`src/rtl/morse_encoder_seq.sv`:
```
// Purpose : accepts one character index (A-Z, 0-9, word space) and keys its Morse pattern on O.
// Latency : O rises the cycle after the transfer edge; each character costs its emission time plus 1 idle cycle.
// Backpr. : In_Ready is high only in IDLE; the source holds I/In_Valid until accepted, so nothing is ever dropped except bad indices.
module morse_encoder_seq #(
  parameter int UNIT_CYCLES = 1,
  parameter int CHAR_W      = 6
) (
  input  logic              Clk,
  input  logic              Clr,
  input  logic [CHAR_W-1:0] I,
  input  logic              In_Valid,
  output logic              In_Ready,
  output logic              O,
  output logic              Busy,
  output logic              Err
);

  // Unit counter width; a single-cycle unit still needs a 1-bit counter that stays at 0.
  localparam int                UW         = (UNIT_CYCLES > 1) ? $clog2(UNIT_CYCLES) : 1;
  localparam logic [UW-1:0]     UNIT_LAST  = UW'(UNIT_CYCLES - 1);
  localparam logic [CHAR_W-1:0] LAST_CHAR  = CHAR_W'(35);
  localparam logic [CHAR_W-1:0] WORD_SPACE = CHAR_W'(36);

  typedef enum logic [2:0] {
    IDLE = 3'd0,
    MARK = 3'd1,
    EGAP = 3'd2,
    LGAP = 3'd3,
    WGAP = 3'd4
  } state_t;

  state_t          state;
  logic [UW-1:0]   ucnt;   // cycles within the current unit
  logic [2:0]      lcnt;   // units elapsed in the current mark/gap
  logic [2:0]      dur;    // length of the current mark/gap in units
  logic [4:0]      pat;    // remaining elements, next element in bit 4 (1 = dash)
  logic [2:0]      nel;    // elements still to be sent, including the current one

  logic [5:0]      idx;
  logic [7:0]      rom_ent;
  logic [2:0]      rom_len;
  logic [4:0]      rom_pat;
  logic            unit_end;
  logic            phase_end;

  assign idx     = I[5:0];
  assign rom_len = rom_ent[7:5];
  assign rom_pat = rom_ent[4:0];

  // Character ROM: {length, left-aligned pattern}; entries 36 and above carry no marks.
  always_comb begin
    rom_ent = 8'h00;
    case (idx)
      6'd0:  rom_ent = {3'd2, 5'b01000}; // A .-
      6'd1:  rom_ent = {3'd4, 5'b10000}; // B -...
      6'd2:  rom_ent = {3'd4, 5'b10100}; // C -.-.
      6'd3:  rom_ent = {3'd3, 5'b10000}; // D -..
      6'd4:  rom_ent = {3'd1, 5'b00000}; // E .
      6'd5:  rom_ent = {3'd4, 5'b00100}; // F ..-.
      6'd6:  rom_ent = {3'd3, 5'b11000}; // G --.
      6'd7:  rom_ent = {3'd4, 5'b00000}; // H ....
      6'd8:  rom_ent = {3'd2, 5'b00000}; // I ..
      6'd9:  rom_ent = {3'd4, 5'b01110}; // J .---
      6'd10: rom_ent = {3'd3, 5'b10100}; // K -.-
      6'd11: rom_ent = {3'd4, 5'b01000}; // L .-..
      6'd12: rom_ent = {3'd2, 5'b11000}; // M --
      6'd13: rom_ent = {3'd2, 5'b10000}; // N -.
      6'd14: rom_ent = {3'd3, 5'b11100}; // O ---
      6'd15: rom_ent = {3'd4, 5'b01100}; // P .--.
      6'd16: rom_ent = {3'd4, 5'b11010}; // Q --.-
      6'd17: rom_ent = {3'd3, 5'b01000}; // R .-.
      6'd18: rom_ent = {3'd3, 5'b00000}; // S ...
      6'd19: rom_ent = {3'd1, 5'b10000}; // T -
      6'd20: rom_ent = {3'd3, 5'b00100}; // U ..-
      6'd21: rom_ent = {3'd4, 5'b00010}; // V ...-
      6'd22: rom_ent = {3'd3, 5'b01100}; // W .--
      6'd23: rom_ent = {3'd4, 5'b10010}; // X -..-
      6'd24: rom_ent = {3'd4, 5'b10110}; // Y -.--
      6'd25: rom_ent = {3'd4, 5'b11000}; // Z --..
      6'd26: rom_ent = {3'd5, 5'b11111}; // 0 -----
      6'd27: rom_ent = {3'd5, 5'b01111}; // 1 .----
      6'd28: rom_ent = {3'd5, 5'b00111}; // 2 ..---
      6'd29: rom_ent = {3'd5, 5'b00011}; // 3 ...--
      6'd30: rom_ent = {3'd5, 5'b00001}; // 4 ....-
      6'd31: rom_ent = {3'd5, 5'b00000}; // 5 .....
      6'd32: rom_ent = {3'd5, 5'b10000}; // 6 -....
      6'd33: rom_ent = {3'd5, 5'b11000}; // 7 --...
      6'd34: rom_ent = {3'd5, 5'b11100}; // 8 ---..
      6'd35: rom_ent = {3'd5, 5'b11110}; // 9 ----.
      default: rom_ent = 8'h00;          // word space and out-of-range
    endcase
  end

  assign unit_end  = (ucnt == UNIT_LAST);
  assign phase_end = unit_end && (lcnt == (dur - 3'd1));

  // Sequencer: accepts a character in IDLE, then walks marks and gaps unit by unit.
  always_ff @(posedge Clk) begin
    if (!Clr) begin
      state <= IDLE;
      ucnt  <= '0;
      lcnt  <= '0;
      dur   <= '0;
      pat   <= '0;
      nel   <= '0;
      Err   <= 1'b0;
    end else begin
      Err <= 1'b0;
      if (state == IDLE) begin
        ucnt <= '0;
        lcnt <= '0;
        if (In_Valid) begin
          if (I <= LAST_CHAR) begin
            pat   <= rom_pat;
            nel   <= rom_len;
            dur   <= rom_pat[4] ? 3'd3 : 3'd1;
            state <= MARK;
          end else if (I == WORD_SPACE) begin
            dur   <= 3'd7;
            state <= WGAP;
          end else begin
            // Unknown index: consumed and flagged, nothing keyed.
            Err <= 1'b1;
          end
        end
      end else if (phase_end) begin
        ucnt <= '0;
        lcnt <= '0;
        case (state)
          MARK: begin
            nel <= nel - 3'd1;
            pat <= {pat[3:0], 1'b0};
            if (nel > 3'd1) begin
              dur   <= 3'd1;
              state <= EGAP;
            end else begin
              dur   <= 3'd3;
              state <= LGAP;
            end
          end
          EGAP: begin
            // pat was already shifted when the previous mark ended.
            dur   <= pat[4] ? 3'd3 : 3'd1;
            state <= MARK;
          end
          default: state <= IDLE; // LGAP / WGAP complete
        endcase
      end else if (unit_end) begin
        ucnt <= '0;
        lcnt <= lcnt + 3'd1;
      end else begin
        ucnt <= ucnt + UW'(1);
      end
    end
  end

  // Outputs decode straight from the registered state, so O never glitches.
  assign O        = (state == MARK);
  assign Busy     = (state != IDLE);
  assign In_Ready = (state == IDLE) && Clr;

endmodule

```
`config.mk`:
```
export PLATFORM = sky130hd
export DESIGN_NAME = morse_encoder_seq
export DESIGN_NICKNAME = d
export VERILOG_FILES = /design/src/rtl/morse_encoder_seq.sv
export SDC_FILE = /design/constraint.sdc
export NUM_CORES = 1
export LEC_CHECK = 0
export ABC_AREA = 1
export CAP_MARGIN = 10
export CORE_ASPECT_RATIO = 1.25
export CORE_UTILIZATION = 60
export CTS_BUF_LIST = sky130_fd_sc_hd__clkbuf_4 sky130_fd_sc_hd__clkbuf_8
export DETAILED_ROUTE_END_ITERATION = 10
export MAX_ROUTING_LAYER = met4
export PLACE_DENSITY = 0.82
export SLEW_MARGIN = 20
export SYNTH_ARGS = -nofsm -noshare
export SYNTH_HDL_FRONTEND = slang
export SYNTH_SLANG_ARGS = --single-unit
```
`constraint.sdc`:
```
create_clock -name Clk -period 2.2 [get_ports Clk]
set_input_delay 0.66 -clock Clk [delete_from_list [all_inputs] [get_ports Clk]]
set_output_delay 0.66 -clock Clk [all_outputs]
set_load 0.005 [all_outputs]
```
**Word level (Yosys, flattened, before mapping)**

Memory sizes are Yosys's and may differ from the RTL's.
Index checks and enable logic that the tools add are counted.

- Reduce and logical (&&, ||, !) cells: 13
- Divide/modulo/power cells: 0
- Multiply operators: 0
- Order comparisons: 2
- Eq/ne operators: 7
- Shift-type cells: 0
- Bitwise gates (word level): 4
- Add/subtract/negate cells: 4
- Mux-type cells: 27

Operators by type and width:

| operator | number |
|---|---|
| $mux 3 | 15 |
| $mux 5 | 5 |
| $pmux 3 s2 | 2 |
| $reduce_and 4->1 | 2 |
| $reduce_or 4->1 | 2 |
| $eq 6x6->1 const B | 1 |
| $le 6x6->1 const B | 1 |
| $mux 2 | 3 |
| $reduce_bool 3->1 | 2 |
| $sub 3x1->3 const B | 2 |
| $ne 2x2->1 const B | 2 |
| $not 1->1 | 4 |
| $reduce_bool 2->1 | 2 |
| $add 3x1->3 const B | 1 |
| $eq 3x1->1 const B | 1 |
| $eq 3x2->1 const B | 1 |
| $eq 3x3->1 | 1 |
| $gt 3x1->1 const B | 1 |
| $logic_not 3->1 | 1 |
| $ne 3x3->1 const B | 1 |
| $reduce_and 3->1 | 1 |
| $reduce_or 3->1 | 1 |
| $logic_and 1x1->1 | 2 |
| $mux 1 | 2 |
| $add 1x1->1 const B | 1 |

- Memories kept: 1
- Bits in read-only memories: 512
- Memory bits (writable): 0
- Register bits after elaboration: 19
- Word-level logic and storage cells: 65
- Bits of input ports: 9
- Output and inout port bits: 4
- Latch bits: 0

Memory list:

| memory | depth | bits a word | rd ports | clocked after Yosys merged registers in | wr ports | line | source |
|---|---|---|---|---|---|---|---|
| (no name shown) | 64 | 8 | 1 | 0 | 0 | 53 | `case (idx)` |

**Depth between registers and ports, before layout**

Gate-level depths: netlist of the first run.

- Depth after elaboration: 5
- Mapped depth: 14
- Depth with buffers taken out: 14

**Worst setup path before layout of the first run**

No wires, ideal clock.

- Path type: input to register
- From: input port I[0]
- To: register nel[0]
- Setup time: 0.114 ns
- Data required time: 2.086 ns
- Stages: 10
- Setup slack: 0.476 ns
- Path buffers: 1
- Data arrival time: 1.610 ns
- Cell sequence: ha_1 > inv_1 > nand3_2 > nand3_2 > nand2_2 > nand2_2 > nand2_4 > buf_6 > a21oi_1 > nor2_1

- Cells in the longest elaborated chain, start to end: 4
- Elaborated cells between the ends (all ways): 7
- Those cells by class: order compare: 1; eq/ne: 1; mux: 3; reduce/logical: 1; memory: 1

RTL lines:

| item | line | source |
|---|---|---|
| start: declaration | 10 | `input logic [CHAR_W-1:0] I,` |
| $mem_v2 64x8 | - |  |
| $mux 3 | 113 | `if (I <= LAST_CHAR) begin` |
| $mux 3 | 112 | `if (In_Valid) begin` |
| $mux 3 | 109 | `if (state == IDLE) begin` |
| end signal: assignment | 115 | `nel <= rom_len;` |
| end signal: assignment | 131 | `nel <= nel - 3'd1;` |
| end: declaration | 37 | `logic [2:0] nel;` |

Parallel ways exist; a longest one is shown, timed or not. The select of a mux whose other input is x is not followed.
A chain may end at the register's enable or synchronous reset.

**Worst setup path in the final report of the first run**

- From: register state[1]
- To: output port O

- Cells in the longest elaborated chain, start to end: 1

RTL lines:

| item | line | source |
|---|---|---|
| start: declaration | 32 | `state_t state;` |
| start signal: assignment | 100 | `state <= IDLE;` |
| start signal: assignment | 117 | `state <= MARK;` |
| start signal: assignment | 120 | `state <= WGAP;` |
| $eq 3x1->1 | 158 | `assign O = (state == MARK);` |
| end: declaration | 13 | `output logic O,` |

Every way passes these cells.

==> results.yml, run 1 <==
layout:
  fill_cells: 213
  nets: 325
  area_delta_synth_final_pct: 20.5
  drive_above_1_share_pct: 20.3
  n_antenna_cell: 0
logic_synthesis:
  synth.area.top_cells: "dfxtp_1 23%, nand2_1 21%, inv_1 7.8%, ha_1 7.7%, nor2_1 6.5%"
  yosysTopAreaCell: "dfxtp_1"
  synth_top_area_share_pct: 23.4
  yosysSeqAreaShare_pct: 23.4
  synth_nets: 290
  syn_area_sq_mm: 0.00163
  postSynthAreaPerCell_sq_um: 6.00
  synth_edf_count: 0
  ys_types: 30
  ys_seq_elements: 19
  yosys_most_used_dff: "dfxtp_1"
  synth_commonest_cells: "90 x nand2_1, 34 x inv_1, 28 x nor2_1, 20 x nand3_1, 19 x dfxtp_1"
  synthCells: 271
  synth_most_common_cell: "nand2_1"
  async_reset_ff_share_pct: 0
  yosys_warnings: 0
die:
  rows: 20
  start_util_pct: 65.0
  core_sq_mm: 0.00250
  die_height_um: 60.2
  dieArea_sq_mm: 0.00292
  ios: 13
  die_w_um: 48.6
clocking:
  clock_latency_ns: 0.31
  cts_root_buf: "clkbuf_4"
  cts_buffers: 3
  post_cts_buffers: 0
  cts_num_sinks: 19
  htreeDepth: 1
  clk_pin_slew_ns: 0.11
  clockBufferDepth: 2
  tritoncts: "yes"
power:
  finalPower_mw: 1.11
  p_seq_share_pct: 37.3
  p_sw_share_pct: 40.4
  leakage_nw: 1.03
  powerDensity_mw_per_mm2: 566
  peakVddDrop_uv: 357
  share_comb_of_total_power_pct: 46.1
  clockPowerShare_pct: 16.6
  p_sw_mw: 0.448
  p_int_mw: 0.661
routing:
  ant_nets: 0
  via_per_inst: 5.03
  route.vias.total: 1701
  first_pass_iters: 4
  routedWlPerCell_um: 11.2
  drt_iter0_drc: 44
  route.detailed.drc: 0
  wl_um: 3780
sta:
  finalHoldViolations: 0
  period_share_pct: 96.6
  timing.hold.ws_ns: 0.491
  setup_viol: 0
  skew_ns: 0.0114
  max_freq_ghz: 0.470
  min_period_ns: 2.13
  final_max_slew_viol_count: 0
  rsz0062_at_grt: "false"
global_route:
  grt_first_pass_wirelength_um: 6340
  grt_max_degree: 15
  grt_pass1_vias: 1546
  grt_usage_pct: 29.1
  grt_overflow: 0
  grt_antenna_before_repair: 0
critical_path:
  critPathMaxFanout: 3
  cp_cell_sequence: "inv_2, nand3_2, inv_2, clkdlybuf4s50_1"
  required_ns: 1.54
  cpPeakStageDelay_ns: 0.49
  path_common_cell: "inv_2"
  path_class: "reg2out"
  start_kind: "flop"
  crit_arrival_ns: 1.47
  cpMaxStageDelayCell: "clkdlybuf4s50_1"
  end_kind: "primary output"
place:
  port_buffers: 12
  dp_hpwl_um: 3000
  routabilityCongestion: 0.961
flow_run:
  maxCapViolCount: 0
min_path:
  hp-class: "reg2reg"
run_status:
  status: "completed"
==> power by group through the flow <==
stage          clock network [mW]  logic [mW]  registers [mW]
6_report                    0.184       0.511           0.414
5_1_grt                     0.201       0.578           0.418
4_1_cts                     0.190       0.507           0.412
3_5_place_dp                    0       0.505           0.420
3_3_place_gp                    0       0.498           0.419
2_1_floorplan                   0       0.360           0.414
==> state kept, by name, summed over array words and instances (netlist names) <==
| signal | flops |
|---|---|
| state | 3 |
| dur | 3 |
| nel | 3 |
| Err | 1 |
| lcnt | 3 |
| ucnt | 1 |
| pat | 5 |
==> cell usage in the layout, fill, tap and decap left out, types with 2 or more instances in the layout <==
cell type        count
dfxtp_1             19
dlymetal6s2s_1       2
clkdlybuf4s50_1      9
nand2_2              7
nor2_1              28
buf_4               24
nand3_2              6
nor3_1               2
o21ai_0              9
a21oi_1             16
ha_1                10
nand2_1             89
nand3_1             19
inv_1               32
inv_2                8
nor2_2               3
nand2_4              2
nor2_4               4
clkbuf_4             3
==> worst max-delay path, delay by kind of cell, from the launching register on <==
kind	cells	cell delay, ns
buffers and inverters	3	0.69
DFF	1	0.36
and+or+nand+nor	1	0.12
==> timing repair <==
action,CTS,global route
pin swaps,0,0
resized for setup,1,8
setup endpoints to repair,1,3
hold buffers,0,0
gates cloned,0,0
==> metal layers <==
layer	vias up	track usage (%)	part of all wire (%)
met5	-	-	0
met4	0	12.2	2.8
met3	13	3.31	3.4
met2	46	56.7	52
met1	732	29.9	42
li1	910	-	-
==> layout make-up <==
| cell class | instances | area, sq um | area share [%] |
|---|---|---|---|
| Timing Repair Buffer | 36 | 300 | 15.3 |
| Multi-Input combinational cell | 205 | 1050 | 53.8 |
| Clock inverter | 1 | 5.00 | 0.255 |
| Inverter | 41 | 156 | 7.98 |
| Sequential cell | 19 | 380 | 19.4 |
| Clock buffer | 3 | 22.5 | 1.15 |
| Tap cell | 33 | 41.3 | 2.11 |
==> logic make-up (layout without fill, tap and decap cells) <==
group | Yosys count | count (layout) | share of synthesized area, %
other | 1 | 1 | 0.231
adders and majority gates | 10 | 10 | 7.69
and+or+nand+nor | 163 | 163 | 45.8
buffers and inverters | 47 | 81 | 12.3
DFF | 19 | 19 | 23.4
xor gates and xnor gates | 1 | 1 | 0.539
AOI/OAI and AO/OA | 30 | 30 | 10.0
==> per-stage QoR <==
| stage | util (%) | setup TNS, ns | instance area [sq um] | worst slack [ns] | instances |
|---|---|---|---|---|---|
| 5_1_grt | 78.3 | 0 | 1960 | 0.0114 | 338 |
| 3_5_place_dp | 76.9 | -2.10 | 1920 | -0.265 | 334 |
| 6_report | 78.3 | 0 | 1960 | 0.0744 | 338 |
| 3_3_place_gp | 76.9 | -1.66 | 1920 | -0.252 | 334 |
| 4_1_cts | 78.0 | 0 | 1950 | 0.00370 | 338 |
| 2_1_floorplan | - | 0 | 1630 | 0.476 | 271 |
==> worst paths after layout <==
check	start	end	slack [ns]	depth (start not counted)
hold / removal	dur[2]	dur[2]	0.49	2
hold reg to reg	dur[2]	dur[2]	0.49	2
setup reg to reg	dur[0]	pat[3]	0.50	13
setup / recovery	state[1]	O	0.07	4
Note: power is estimated with default switching activity, not from simulation.
==> run 2, diff against run 1 <==
Settings changed: CTS_CLUSTER_SIZE set to 12, REMOVE_ABC_BUFFERS set to 1.
==> results.yml, run 2 (same netlist as run 1, synthesis figures left out) <==
routing:
  routedWlPerCell_um: 11.9
  route.detailed.drc: 0
  route.vias.total: 1754
  via_per_inst: 5.17
  ant_nets: 0
  drt_iter0_drc: 46
  first_pass_iters: 4
  wl_um: 4020
clocking:
  cts_num_sinks: 19
  cts_root_buf: "clkbuf_4"
  clockBufferDepth: 2
  cts_buffers: 3
  cts_hold_buf: 0
  htreeDepth: 1
  tritoncts: "yes"
  clk_pin_slew_ns: 0.10
  clock_latency_ns: 0.29
place:
  routabilityCongestion: 0.993
  dp_slack_ns: -0.311
  port_buffers: 12
  dp_hpwl_um: 3260
layout:
  final_cell_mix: "89 x nand2_1, 33 x inv_1, 28 x nor2_1, 25 x buf_4, 19 x nand3_1"
  fill_cells: 212
  multi_input_area_sq_mm: 0.00105
  drive_above_1_share_pct: 20.6
  nets: 326
  register_area_sq_um: 382
  final_common_cell: "nand2_1"
  n_antenna_cell: 0
  final_core_utilization_pct: 79.0
  area_delta_synth_final_pct: 21.5
  top_register: "pat"
  largest_reg_flops: 5
global_route:
  grt_first_pass_wirelength_um: 6710
  grt_pass1_vias: 1653
  grt_antenna_before_repair: 0
  grt_max_degree: 15
  grt_overflow: 0
  grt_usage_pct: 30.4
sta:
  rsz0062_at_grt: "false"
  skew_ns: 0.00429
  max_freq_ghz: 0.470
  period_share_pct: 96.7
  setup_ws_ns: 0.0723
  min_period_ns: 2.13
  setup_viol: 0
  finalHoldViolations: 0
  final_max_slew_viol_count: 0
run_status:
  status: "completed"
power:
  powerDensity_mw_per_mm2: 571
  peakVddDrop_uv: 407
  leakage_nw: 1.04
critical_path:
  required_ns: 1.54
  path_class: "reg2out"
  critPathMaxFanout: 3
  end_kind: "primary output"
  cp_cell_sequence: "inv_1, nand3_2, inv_2, clkdlybuf4s50_1"
  start_kind: "flop"
  cpMaxStageDelayCell: "clkdlybuf4s50_1"
  cpPeakStageDelay_ns: 0.49
  crit_arrival_ns: 1.47
die:
  die_height_um: 60.2
  die_w_um: 48.6
  dieArea_sq_mm: 0.00292
  rows: 20
  start_util_pct: 65.0
  core_sq_mm: 0.00250
  ios: 13
min_path:
  hp-class: "reg2reg"
flow_run:
  maxCapViolCount: 0
-- run 2: path summary, 6_finish.rpt --
path | startpoint | to | slack [ns] | depth (start not counted)
setup / recovery | state[1] | O | 0.07 | 4
hold reg to reg | pat[3] | pat[3] | 0.49 | 2
setup reg to reg | dur[0] | pat[3] | 0.52 | 13
hold / removal | pat[3] | pat[3] | 0.49 | 2
-- run 2: routing by layer --
layer  routed length (um)  vias up  global-route usage (%)
met5                    0        -                       -
met3                  135       17                    3.56
met2                 2110       50                    59.0
li1                     -      910                       -
met4                  148        0                    15.5
met1                 1630      777                    30.3
-- run 2: worst max-delay path: cells and delay by family, from the launching register on --
kind          cells  cell delay, ns
buf+inv           3            0.70
flops             1            0.33
simple gates      1            0.13
-- run 2: final cells by class --
class	instances	share of cell area [%]
clock buffer	4	1.52
inverter	41	7.91
multi-input combinational	205	53.3
sequential	19	19.3
tap	33	2.09
timing repair buffer	37	15.9
-- run 2: timing repair --
action,in CTS,in global routing
pin swaps,1,1
endpoints found under the setup margin,1,3
buffers inserted,0,2
gates resized for setup,3,6
hold endpoints to repair,0,0
-- run 2: power breakdown --
| group | switching [mW] | internal, mW | leakage, nW | total (mW) |
|---|---|---|---|---|
| combinational | 0.315 | 0.217 | 0.866 | 0.532 |
| clock | 0.102 | 0.0829 | 0.0184 | 0.185 |
| sequential | 0.0262 | 0.386 | 0.156 | 0.412 |
| total | 0.443 | 0.686 | 1.04 | 1.13 |
-- run 2: stage by stage --
step	std cells	TNS [ns]	hold WS [ns]	instance area (sq um)	power, mW
after CTS	337	0	0.495	1950	1.11
after detailed placement	333	-2.35	0.474	1920	0.933
after global placement	333	-1.77	0.464	1920	0.915
final	339	0	0.493	1980	1.13
after floorplan	265	0	0.446	1580	0.752
after global routing	339	0	0.511	1980	1.21
==> RTL edit 1, RTL diff (config.mk and constraints of run 1) <==
Register the output `Err` once more, without a reset; this adds one clock of latency there. The other outputs are not delayed to match.
--- a/src/rtl/morse_encoder_seq.sv
+++ b/src/rtl/morse_encoder_seq.sv
@@ -28,6 +28,8 @@
     LGAP = 3'd3,
     WGAP = 3'd4
   } state_t;
+
+  logic Err_s0;
 
   state_t          state;
   logic [UW-1:0]   ucnt;   // cycles within the current unit
@@ -103,9 +105,9 @@
       dur   <= '0;
       pat   <= '0;
       nel   <= '0;
-      Err   <= 1'b0;
+      Err_s0 <= 1'b0;
     end else begin
-      Err <= 1'b0;
+      Err_s0 <= 1'b0;
       if (state == IDLE) begin
         ucnt <= '0;
         lcnt <= '0;
@@ -120,7 +122,7 @@
             state <= WGAP;
           end else begin
             // Unknown index: consumed and flagged, nothing keyed.
-            Err <= 1'b1;
+            Err_s0 <= 1'b1;
           end
         end
       end else if (phase_end) begin
@@ -159,5 +161,9 @@
   assign Busy     = (state != IDLE);
   assign In_Ready = (state == IDLE) && Clr;
 
+  always_ff @(posedge Clk) begin
+    Err <= Err_s0;
+  end
+
 endmodule
 
Formal check against the unedited RTL: not equivalent (Yosys sat finds a counterexample within 4 cycles, from zero or initial values).
==> RTL edit 1 against run 1 <==
Worst setup slack improved by 0.017 ns; routed wire length increased by 5.6%; highest routed layer unchanged; synthesized area is 4.1% higher; final cell count is 0.59% higher; sequential share of layout area is 0.24 points higher; final area rose by 4.0%; die area up 3.9%; sequential cell count grew 1.
Power is not compared: it rests on default switching activity, and its combinational part moved more than twofold at a synthesized area within 25%.
==> RTL edit 1: results (changes against run 1) <==
* Area after DPL at 0.001982 mm2 (+3.0%)
* Hold Slack at 0.3443 ns (-0.1467 ns)
* Max FFs per register at 5 (unchanged)
* DRT iter0 DRCs at 55 (+25%)
* Largest stage delay, worst path at 0.52 ns (+0.03 ns)
* Wire length on met1 at 1548 um (-2.4%)
* Sequential element share of the synthesized area at 0.2365 (+0.002665)
* Post-CTS setup buffers at 0 (unchanged)
* FILL cells at 242 (+14%)
* Antenna cells at 0 (unchanged)
* Clock Skews at 0.006506 ns (-0.004855 ns)
* Layout cell share with drive strength beyond 1 at 0.2124 (+0.009140)
* Placed instance count at 336 (+0.60%)
* Reg-to-reg slack, setup at 0.53 ns (+0.03 ns)
* Final WS setup at 0.09107 ns (+0.01665 ns)
* Routed length on met2 at 2157 um (+10%)
* Leading post-synthesis cells by cell area: dfxtp_1 (24%), nand2_1 (19%), nand3_1 (8.3%), ha_1 (7.4%), inv_1 (6.2%)
* Worst skew pair latency at 0.32 ns
* Status: finished clean
* Static Leak at ~1 nW
* Post-CTS Resized at 2 (+1)
* Critical Path Slowest Stage Cell: clkdlybuf4s50_1
* Met1 capacity usage during global routing at 0.2729 (-0.02592)
* Synth top cells by count: nand2_1 (84), inv_1 (28), nand3_1 (28), nor2_1 (28), dfxtp_1 (20)
* Syn nets at 292 (+0.69%)
* Final nets at 326 (+0.31%)
* I/O Buffers at 12 (unchanged)
* GRT Overall Usage at 0.2877 (-0.003734)
* GP Congestion at 0.9472 (-1.4%)
* Number of global-route vias before repair at 1562 (+1.0%)
* Met3 wire length at 88 um (-31%)
* Global-route wire length before repair at 6389 um (+0.76%)
* Vias per cell at 5.188 (+3.1%)
* Top reg by flops: pat
* WL/cell at 11.74 um (+5.0%)
* Distinct cell type count after synthesis at 33 (+10%)
* Worst path arrival time at 1.45 ns (-0.02 ns)
* # DRC at 0 (unchanged)
* Met3 usage at 0.01728 (-0.01579)
* Largest net degree at the start of global routing at 15 (unchanged)
* Clock root cell: clkbuf_4
* Row count at 21 (+5.0%)
* Antenna violations before repair at 0 (unchanged)
* Switching share of power at 0.4609
* Detailed-route wire length at 3991 um (+5.6%)
* DP HPWL at 3151 um (+5.1%)
* Synth warn at 0 (unchanged)
* Worst slack at placement at -0.2788 ns (-0.01348 ns)
* Met2 Use GR at 0.5675 (about the same)
* Synth Instances at 273 (+0.74%)
## RTL edit 1: cell types whose count changed after synthesis, sizes merged, moves of 3 or more
cell / run 1 / this run
inv: 41 / 36
nand3: 25 / 29
a21oi: 16 / 10
nand2: 98 / 91
o21ai: 10 / 13
nand3b: 0 / 3
nor2: 35 / 45
## RTL edit 1: cell type report
class | count | area [um2] | area share
Sequential cell | 20 | 400.4 | 0.1966
Clock buffer | 3 | 22.52 | 0.01106
Clock inverter | 1 | 30.03 | 0.01474
Multi-Input combinational cell | 211 | 1109 | 0.5442
Timing Repair Buffer | 35 | 292.8 | 0.1437
Tap cell | 34 | 42.54 | 0.02088
Inverter | 36 | 140.1 | 0.06880
## RTL edit 1: power by group through the flow
stage / clock [mW] / sequential [mW] / combinational, mW
after detailed placement: 0 / 0.564 / 1.33
after CTS: 0.312 / 0.557 / 1.34
after global routing: 0.323 / 0.570 / 1.50
final: 0.312 / 0.556 / 1.34
after global placement: 0 / 0.563 / 1.29
after floorplan: 0 / 0.549 / 1.04
## RTL edit 1: cell families (layout without fill, tap and decap cells)
logic type | count (synthesis) | count (layout) | synth area share
and+or+nand+nor | 172 | 172 | 0.4819
buffers and inverters | 42 | 75 | 0.1101
AOI/OAI and AO/OA | 27 | 27 | 0.09017
DFF | 20 | 20 | 0.2365
adders and majority gates | 10 | 10 | 0.07391
other | 1 | 1 | 0.002215
xor gates and xnor gates | 1 | 1 | 0.005175
## RTL edit 1: path summary, 6_finish.rpt
| path | depth (start not counted) | from | end |
|---|---|---|---|
| max | 3 | state[0] | O |
| min reg2reg | 0 | Err_s0 | Err |
| min | 0 | Err_s0 | Err |
| max reg2reg | 12 | dur[0] | pat[4] |
==> RTL edit 2, RTL diff (flow settings as in run 1) <==
Made on the original files. Change the parameter `CHAR_W` from 6 to 12.
--- a/src/rtl/morse_encoder_seq.sv
+++ b/src/rtl/morse_encoder_seq.sv
@@ -3,7 +3,7 @@
 // Backpr. : In_Ready is high only in IDLE; the source holds I/In_Valid until accepted, so nothing is ever dropped except bad indices.
 module morse_encoder_seq #(
   parameter int UNIT_CYCLES = 1,
-  parameter int CHAR_W      = 6
+  parameter int CHAR_W      = 12
 ) (
   input  logic              Clk,
   input  logic              Clr,
Ports: changed (resized I); port bits go from 13 to 19. No check against the original RTL was run, so the function may have changed too.
==> RTL edit 2 against run 1 <==
Sequential cell count unchanged; critical path depth unchanged; synthesized area increased by 1.2%; routed wire length increased by 10%; clock skew decreased by 0.0074 ns; largest power group unchanged; count of clock-buffer cells in the layout unchanged; worst setup slack got worse by 0.048 ns; total power decreased by 4.5%; critical path type is now in2out; final area increased by 4.0%.
==> RTL edit 2: results (changes against run 1) <==
* FF+latch count at 19 (unchanged)
* Detailed-route via count at 1869 (+9.9%)
* Clock root cell: clkbuf_4
* Wire length on met1 at 1654 um (+4.3%)
* GP Congestion at 0.9296 (-3.2%)
* Hold Slack at 0.4815 ns (-0.009460 ns)
* DP HPWL at 3283 um (+9.4%)
* Syn nets at 302 (+4.1%)
* Static Leak at 1.054 nW (+2.2%)
* Multi-input logic area at 0.001071 mm2 (+1.7%)
* Synth top cells by count: nand2_1 (88), nor2_1 (34), inv_1 (32), nand3_1 (24), dfxtp_1 (19)
* #MultiIn Comb at 212 (+3.4%)
* Inverters at 40 (-2.4%)
* Number of global-route vias before repair at 1757 (+14%)
* Adder-Cell Fraction of Synth Area at 0.06844 (-0.008482)
* Worst path arrival time at 1.51 ns (+0.04 ns)
* Sequential cell area share at 0.1866 (-0.007507)
* Switching share of power at 0.3968 (-0.006983)
* Sequential element share of the synthesized area at 0.2312 (-0.002667)
* Area share of buffers outside the clock network at 0.1805 (+0.02722)
* Detailed-route wire length at 4159 um (+10%)
* ClkCell Share at 0.01351 (-0.0005433)
* Area after DPL at 0.002001 mm2 (+4.0%)
* Leading post-synthesis cells by cell area: dfxtp_1 (23%), nand2_1 (20%), nor2_1 (7.8%), nand3_1 (7.3%), inv_1 (7.3%)
* Largest net degree at the start of global routing at 16 (+1)
* FILL cells at 197 (-7.5%)
* Distinct cell type count after synthesis at 29 (-3.3%)
* Met3 wire length at 149 um (+16%)
* Antenna violations before repair at 0 (unchanged)
* Max FFs per register at 5 (unchanged)
* Met1 capacity usage during global routing at 0.2931 (-0.005651)
* Reg-to-reg slack, setup at 0.35 ns (-0.15 ns)
* Met2 Use GR at 0.6448 (+0.07744)
* I/O Buffers at 18 (+6)
* Final nets at 343 (+5.5%)
* GRT Overall Usage at 0.3129 (+0.02144)
* Status: finished clean
* DRT iter0 DRCs at 43 (-2.3%)
RTL edit 2: cell count changes in the layout (fill, tap and decap cells not counted), sizes merged, moves of 2 or more:
cell,change
nor2,+3
inv,-2
dlymetal6s2s,-2
nand4,+6
nand3,+4
clkdlybuf4s50,+8
a21oi,-5
o21ai,-2
nand2,-2
RTL edit 2: through the flow:
step                        util  total power, mW  cells  setup slack, ns
after floorplan                -           0.7207    278           0.4470
after global placement    0.7995           0.8536    347          -0.2562
after detailed placement  0.7995           0.8719    347          -0.2530
after CTS                 0.8100            1.049    351          0.01654
after global routing      0.8145            1.125    351         -0.01635
final                     0.8145            1.058    351          0.02650
RTL edit 2: power groups by stage:
stage | Sequential (mW) | Clock, mW | Combinational (mW)
global route | 0.390 | 0.197 | 0.538
CTS | 0.387 | 0.183 | 0.479
floorplan | 0.392 | 0 | 0.328
global placement | 0.394 | 0 | 0.460
finish | 0.388 | 0.184 | 0.487
detailed placement | 0.395 | 0 | 0.477
RTL edit 2: worst max-delay path: stages:
cell	delay, ns
clkdlybuf4s50_1	0.48
inv_1	0.05
nor2_1	0.11
clkdlybuf4s15_1	0.21
RTL edit 2: timing repair:
| item | 4_1_cts | 5_1_grt |
|---|---|---|
| pin swaps | 0 | 1 |
| gates resized for setup | 1 | 4 |
| gates cloned | 0 | 0 |
| setup endpoints to repair | 1 | 3 |
| hold endpoints to repair | 0 | 0 |
RTL edit 2: path summary, 6_finish.rpt:
kind | start | end | depth (start not counted)
worst max-delay path | Clr | In_Ready | 4
worst min-delay path | pat[0] | pat[0] | 2
worst max register to register | state[1] | nel[2] | 10
worst min register to register | pat[0] | pat[0] | 2
